==> config.mk <==
export PLATFORM = sky130hd
export DESIGN_NAME = pipeline_hazard_ctrl_flat
export DESIGN_NICKNAME = d
export VERILOG_FILES = /design/src/rtl/pipeline_hazard_ctrl_if.sv /design/src/rtl/pipeline_hazard_ctrl.sv /design/src/flat_wrapper.sv
export SDC_FILE = /design/constraint.sdc
export NUM_CORES = 1
export LEC_CHECK = 0
export CORE_AREA = 2 2 39 41
export DETAILED_ROUTE_END_ITERATION = 16
export DIE_AREA = 0 0 41 43
export GPL_TIMING_DRIVEN = 0
export HOLD_SLACK_MARGIN = 0.06
export PLACE_DENSITY = 0.74
export SLEW_MARGIN = 20
export SYNTH_ARGS = -nofsm -noshare
export SYNTH_HDL_FRONTEND = slang
export SYNTH_SLANG_ARGS = --single-unit
==> constraint.sdc <==
create_clock -name clk -period 2.5 [get_ports clk]
set_input_delay 0.5 -clock clk [delete_from_list [all_inputs] [get_ports clk]]
set_output_delay 0.5 -clock clk [all_outputs]
set_load 0.03 [all_outputs]
==> src/rtl/pipeline_hazard_ctrl_if.sv <==
// Stage-field bus between the pipeline datapath (master) and the hazard controller (slave).
interface pipeline_hazard_ctrl_if #(
  parameter int OP_W   = 5,
  parameter int REG_AW = 4
);
  logic [OP_W-1:0]   idOpCode;
  logic [REG_AW-1:0] idRsAddr;
  logic [REG_AW-1:0] idRtAddr;
  logic              idUsesRt;
  logic              exValid;
  logic [OP_W-1:0]   exOpCode;
  logic [REG_AW-1:0] exRdAddr;
  logic              branchTaken;
  logic              pcEn;
  logic              ifidEn;
  logic              ifidFlush;
  logic              idexEn;
  logic              idexFlush;
  logic              exmemFlush;
  logic              exBusy;

  modport master (
    output idOpCode, idRsAddr, idRtAddr, idUsesRt, exValid, exOpCode, exRdAddr, branchTaken,
    input  pcEn, ifidEn, ifidFlush, idexEn, idexFlush, exmemFlush, exBusy
  );

  modport slave (
    input  idOpCode, idRsAddr, idRtAddr, idUsesRt, exValid, exOpCode, exRdAddr, branchTaken,
    output pcEn, ifidEn, ifidFlush, idexEn, idexFlush, exmemFlush, exBusy
  );
endinterface

==> src/rtl/pipeline_hazard_ctrl.sv <==
// Load-use stall, taken-branch flush and multicycle-EX hold control for the 5-stage pipeline.
// Optional HAZARD_PERF_EN adds stallCycles/flushCount performance counters.
module pipeline_hazard_ctrl #(
  parameter int              OP_W      = 5,
  parameter int              REG_AW    = 4,
  parameter logic [OP_W-1:0] OP_LOAD   = OP_W'(3),
  parameter logic [OP_W-1:0] OP_MULTI  = OP_W'(11),
  parameter int unsigned     MC_CYCLES = 4
) (
  input  logic                  clk,
  input  logic                  rst_n,
  pipeline_hazard_ctrl_if.slave hz
`ifdef HAZARD_PERF_EN
  ,
  output logic [31:0]           stallCycles,
  output logic [31:0]           flushCount
`endif
);

  localparam int unsigned     CNT_W    = (MC_CYCLES > 1) ? $clog2(MC_CYCLES) : 1;
  localparam logic [CNT_W-1:0] CNT_INIT = CNT_W'((MC_CYCLES > 1) ? MC_CYCLES - 2 : 0);

  typedef enum logic {
    RUN     = 1'b0,
    MC_BUSY = 1'b1
  } state_e;

  state_e           state_q, state_d;
  logic [CNT_W-1:0] cnt_q, cnt_d;

  logic mc_hit, lu_hit, rs_match, rt_match;
  logic pc_en, ifid_en, ifid_flush, idex_en, idex_flush, exmem_flush, ex_busy;

  // No hazard rule depends on the ID opcode; it rides the bus for the datapath's benefit.
  logic unused_id_opcode;
  assign unused_id_opcode = ^hz.idOpCode;

  assign mc_hit   = hz.exValid && (hz.exOpCode == OP_MULTI);
  assign rs_match = (hz.exRdAddr == hz.idRsAddr);
  assign rt_match = hz.idUsesRt && (hz.exRdAddr == hz.idRtAddr);
  assign lu_hit   = hz.exValid && (hz.exOpCode == OP_LOAD) && (hz.exRdAddr != '0)
                    && (rs_match || rt_match);

  always_comb begin
    state_d     = state_q;
    cnt_d       = cnt_q;
    pc_en       = 1'b1;
    ifid_en     = 1'b1;
    idex_en     = 1'b1;
    ifid_flush  = 1'b0;
    idex_flush  = 1'b0;
    exmem_flush = 1'b0;
    ex_busy     = 1'b0;
    if (!rst_n) begin
      pc_en       = 1'b0;
      ifid_en     = 1'b0;
      idex_en     = 1'b0;
      ifid_flush  = 1'b1;
      idex_flush  = 1'b1;
      exmem_flush = 1'b1;
    end else begin
      case (state_q)
        RUN: begin
          if (hz.branchTaken) begin
            ifid_flush = 1'b1;
            idex_flush = 1'b1;
          end else if (mc_hit && (MC_CYCLES > 1)) begin
            pc_en       = 1'b0;
            ifid_en     = 1'b0;
            idex_en     = 1'b0;
            exmem_flush = 1'b1;
            ex_busy     = 1'b1;
            state_d     = MC_BUSY;
            cnt_d       = CNT_INIT;
          end else if (lu_hit) begin
            pc_en      = 1'b0;
            ifid_en    = 1'b0;
            idex_flush = 1'b1;
          end
        end
        MC_BUSY: begin
          // cnt==0 is the release cycle: EX finishes, the pipeline advances again.
          ex_busy = 1'b1;
          if (cnt_q != '0) begin
            pc_en       = 1'b0;
            ifid_en     = 1'b0;
            idex_en     = 1'b0;
            exmem_flush = 1'b1;
            cnt_d       = cnt_q - CNT_W'(1);
          end else begin
            state_d = RUN;
          end
        end
        default: state_d = RUN;
      endcase
    end
  end

  always_ff @(posedge clk or negedge rst_n) begin
    if (!rst_n) begin
      state_q <= RUN;
      cnt_q   <= '0;
    end else begin
      state_q <= state_d;
      cnt_q   <= cnt_d;
    end
  end

  assign hz.pcEn       = pc_en;
  assign hz.ifidEn     = ifid_en;
  assign hz.ifidFlush  = ifid_flush;
  assign hz.idexEn     = idex_en;
  assign hz.idexFlush  = idex_flush;
  assign hz.exmemFlush = exmem_flush;
  assign hz.exBusy     = ex_busy;

`ifdef HAZARD_PERF_EN
  logic [31:0] stall_cycles_q, flush_count_q;

  always_ff @(posedge clk or negedge rst_n) begin
    if (!rst_n) begin
      stall_cycles_q <= '0;
      flush_count_q  <= '0;
    end else begin
      if (!pc_en)     stall_cycles_q <= stall_cycles_q + 32'd1;
      if (ifid_flush) flush_count_q  <= flush_count_q + 32'd1;
    end
  end

  assign stallCycles = stall_cycles_q;
  assign flushCount  = flush_count_q;
`endif

endmodule
==> src/flat_wrapper.sv <==
// flat-port wrapper written by rule: the top's interface ports become plain ports
module pipeline_hazard_ctrl_flat 
#(
  parameter int              OP_W      = 5,
  parameter int              REG_AW    = 4,
  parameter logic [OP_W-1:0] OP_LOAD   = OP_W'(3),
  parameter logic [OP_W-1:0] OP_MULTI  = OP_W'(11),
  parameter int unsigned     MC_CYCLES = 4
)
  (clk, rst_n, hz_idOpCode, hz_idRsAddr, hz_idRtAddr, hz_idUsesRt, hz_exValid, hz_exOpCode, hz_exRdAddr, hz_branchTaken, hz_pcEn, hz_ifidEn, hz_ifidFlush, hz_idexEn, hz_idexFlush, hz_exmemFlush, hz_exBusy);
  pipeline_hazard_ctrl_if #(.OP_W(OP_W), .REG_AW(REG_AW)) hz_i ();
  input  logic clk;
  input  logic rst_n;
  input wire logic [$bits(hz_i.idOpCode)-1:0] hz_idOpCode;
  input wire logic [$bits(hz_i.idRsAddr)-1:0] hz_idRsAddr;
  input wire logic [$bits(hz_i.idRtAddr)-1:0] hz_idRtAddr;
  input wire logic [$bits(hz_i.idUsesRt)-1:0] hz_idUsesRt;
  input wire logic [$bits(hz_i.exValid)-1:0] hz_exValid;
  input wire logic [$bits(hz_i.exOpCode)-1:0] hz_exOpCode;
  input wire logic [$bits(hz_i.exRdAddr)-1:0] hz_exRdAddr;
  input wire logic [$bits(hz_i.branchTaken)-1:0] hz_branchTaken;
  output wire logic [$bits(hz_i.pcEn)-1:0] hz_pcEn;
  output wire logic [$bits(hz_i.ifidEn)-1:0] hz_ifidEn;
  output wire logic [$bits(hz_i.ifidFlush)-1:0] hz_ifidFlush;
  output wire logic [$bits(hz_i.idexEn)-1:0] hz_idexEn;
  output wire logic [$bits(hz_i.idexFlush)-1:0] hz_idexFlush;
  output wire logic [$bits(hz_i.exmemFlush)-1:0] hz_exmemFlush;
  output wire logic [$bits(hz_i.exBusy)-1:0] hz_exBusy;
  assign hz_i.idOpCode = hz_idOpCode;
  assign hz_i.idRsAddr = hz_idRsAddr;
  assign hz_i.idRtAddr = hz_idRtAddr;
  assign hz_i.idUsesRt = hz_idUsesRt;
  assign hz_i.exValid = hz_exValid;
  assign hz_i.exOpCode = hz_exOpCode;
  assign hz_i.exRdAddr = hz_exRdAddr;
  assign hz_i.branchTaken = hz_branchTaken;
  assign hz_pcEn = hz_i.pcEn;
  assign hz_ifidEn = hz_i.ifidEn;
  assign hz_ifidFlush = hz_i.ifidFlush;
  assign hz_idexEn = hz_i.idexEn;
  assign hz_idexFlush = hz_i.idexFlush;
  assign hz_exmemFlush = hz_i.exmemFlush;
  assign hz_exBusy = hz_i.exBusy;
  pipeline_hazard_ctrl #(.OP_W(OP_W), .REG_AW(REG_AW), .OP_LOAD(OP_LOAD), .OP_MULTI(OP_MULTI), .MC_CYCLES(MC_CYCLES)) u_core (.clk(clk), .rst_n(rst_n), .hz(hz_i));
endmodule
==> out/metrics.yaml <==
global_route:
  grt_max_degree: 11
  grt_remaining_overflow: 0
  antenna_found_initial: 0
  grt_pass1_vias: 480
  grt_util_all_layers_pct: 14.43
  grt_pass1_wl_um: 1745
synth:
  avgSynthCellArea_um2: 7.757
  async_flop_share_pct: 100.0
  synth_edf_count: 0
  synth_ff_type: "dfrtp_1"
  ys_types: 30
  synth-seq-area-share_pct: 19.35
  yosys.cell_count.top_type: "xnor2_1"
  yosys.area.top_type: "dfrtp_1"
  syn_nets: 78
  synth_area_um2: 387.9
  ys_ff_latch: 3
  synth.yosys.warnings: 0
  postSynthCellCount: 50
  synthTopCellsByArea: "dfrtp_1, xnor2_1, inv_1"
  synth_top_area_share_pct: 19.35
  synthTopCellsByCount: "xnor2_1, inv_1, dfrtp_1, nand3_1, nor2_1"
timing:
  slew_viol_final: 0
  timing.final.crit_share_pct: 97.89
  finalHoldViolCount: 0
  setup_tns_ns: 0
  fin_skew_ns: 0.0001313
  rsz0062_at_grt: "no"
  setup_viol: 0
  worstMarginPinSlew_ns: 0.3382
  period_needed_ns: 2.447
  fmaxAchievable_mhz: 408.6
  relSlewSlack_pct: 77.45
floorplan:
  die_x_um: 41
  die_area_um2: 1763
  io_pins: 34
  start_util_pct: 28.03
  rows: 14
  dieHeight_um: 43
  coreArea_um2: 1384
detailed_routing:
  num_vias: 525
  drtAntennaViolNets: 0
  avgRoutedWirePerCell_um: 11.09
  drc: 0
  first_pass_iters: 4
  drt_iter0_markers: 5
  vias_per_cell: 5.000
  wirelength_um: 1164
power_and_ir_drop:
  ir_drop_uv: 300.4
  p_leak_nw: 0.3949
  power_switching_w: 0.0001600
  seqPwrFrac_pct: 18.1
  powerDensity_nw_per_um2: 533.9
  internal-power_w: 0.0002488
  clkPwrFrac_pct: 21.2
  pwr-share-comb_pct: 60.8
  swShare_pct: 39.13
  fin_total_pwr_w: 0.0004088
setup_path:
  critical-path-slowest-cell: "or3_4"
  path_buf_inv: 3
  cp_data_arrival_time_ns: 1.95
  cp.required_ns: 2.00
  crit_top_cell: "buf_6"
  worst-setup-path-type: "input port to output pin"
  path_max_fanout: 3
  cp-start-kind: "input port"
  cp-end-kind: "output pin"
  crit_family: "buffers and inverters"
  cp_cell_sequence: "dlygate4sd2_1, xor2_1, o311a_1, or3_4, buf_6, buf_6"
  cpPeakStageDelay_ns: 0.40
layout:
  antennaDiodeCount: 0
  drive_gt1_share_pct: 29.21
  nets: 118
  fillers: 150
  syn_to_final_growth_pct: 97.42
  instances_no_fill: 105
clock_network:
  root_buffer: "clkbuf_4"
  cts_tree: "yes"
  htree_levels: 1
  numCtsBuffers: 3
  clk_pin_slew_ns: 0.04
  cts_buffer_depth: 2
  insertion_delay_ns: 0.23
  cts.sinks: 3
placement:
  gp_congestion: 0.6512
  place_hpwl_um: 898.3
  place.port_buffers: 28
  dp.cells: 94
outcome:
  status: "completed"
job:
  cap_violations: 0
hold_path:
  hold_class: "input port to asynchronous set/reset pin"
==> power groups by stage <==
stage / clock network, W / registers, W / logic (W)
6_report: 0.0000865 / 0.0000738 / 0.000249
5_1_grt: 0.0000965 / 0.0000761 / 0.000271
4_1_cts: 0.0000905 / 0.0000744 / 0.000241
3_5_place_dp: 0 / 0.0000750 / 0.000233
3_3_place_gp: 0 / 0.0000740 / 0.000217
2_1_floorplan: 0 / 0.0000731 / 0.000135
==> kinds of logic after synthesis <==
group / share of synthesized area, %
buf+inv: 8.065
compound gates: 20.97
fa+ha+maj: 3.225
xor+xnor: 18.07
simple gates: 30.33
flops: 19.35
==> through the flow <==
| stage | utilization, % | setup WS [ns] | hold slack, ns | cell area [um^2] |
|---|---|---|---|---|
| floorplan | - | 0.2363 | 0.2044 | 387.9 |
| global placement | 49.73 | -0.6790 | 0.4723 | 688.2 |
| detailed placement | 49.73 | -0.6892 | 0.4801 | 688.2 |
| CTS | 54.52 | -0.004542 | 0.2635 | 754.5 |
| global route | 55.33 | 0.002808 | 0.2735 | 765.7 |
| finish | 55.33 | 0.05280 | 0.2703 | 765.7 |
==> layer usage <==
| metal | wire [um] | part of all wire (%) | global-route usage (%) | vias to the layer above |
|---|---|---|---|---|
| li1 | - | - | - | 259 |
| met1 | 402 | 35 | 13.42 | 238 |
| met2 | 635 | 55 | 27.19 | 28 |
| met3 | 127 | 11 | 6.283 | 0 |
| met4 | 0 | 0 | 2.000 | 0 |
| met5 | 0 | 0 | 0 | - |
==> cell usage in the layout, fill, tap and decap left out, types with 2 or more instances in the layout <==
cell	count
buf_4	6
buf_6	4
clkbuf_2	6
clkbuf_4	3
clkdlybuf4s15_1	2
clkdlybuf4s50_1	2
dfrtp_1	3
dlygate4sd2_1	11
dlymetal6s2s_1	5
inv_1	5
nand2_1	2
nand3_1	2
nand4_1	2
nor2_1	3
nor3_1	2
o21a_1	2
xnor2_1	7
==> final timing paths <==
path | startpoint | to | slack (ns) | cells past startpoint
setup / recovery | hz_exRdAddr[0] | hz_pcEn | 0.05 | 6
hold / removal | rst_n | u_core.state_q | 0.27 | 1
setup reg to reg | u_core.cnt_q[0] | u_core.cnt_q[0] | 1.17 | 6
hold reg to reg | u_core.cnt_q[1] | u_core.cnt_q[1] | 0.48 | 1
max in group asynchronous | rst_n | u_core.cnt_q[1] | 1.98 | 1
min in group clk | u_core.cnt_q[1] | u_core.cnt_q[1] | 0.48 | 1
==> what timing repair did <==
action	in CTS	in global routing
setup endpoints to repair	7	5
hold buffers	0	0
setup buffers	5	2
resized for setup	40	19
pin swaps	9	9
==> final cells by class <==
cell class              instances  area, um^2  area share (%)
flip-flops and latches          3       75.07           9.804
inverters                       5       18.77           2.451
repair buffers                 35       307.8           40.20
clock buffers                   4       26.28           3.431
multi-input cells              40       301.5           39.38
well taps                      16       20.02           2.614
plain buffers                   2       16.27           2.124
==> sequential cells by signal, indices dropped and copies added, names as in the netlist <==
| register | cells |
|---|---|
| u_core.cnt_q | 2 |
| u_core.state_q | 1 |
Note: power is estimated with default switching activity, not from simulation.
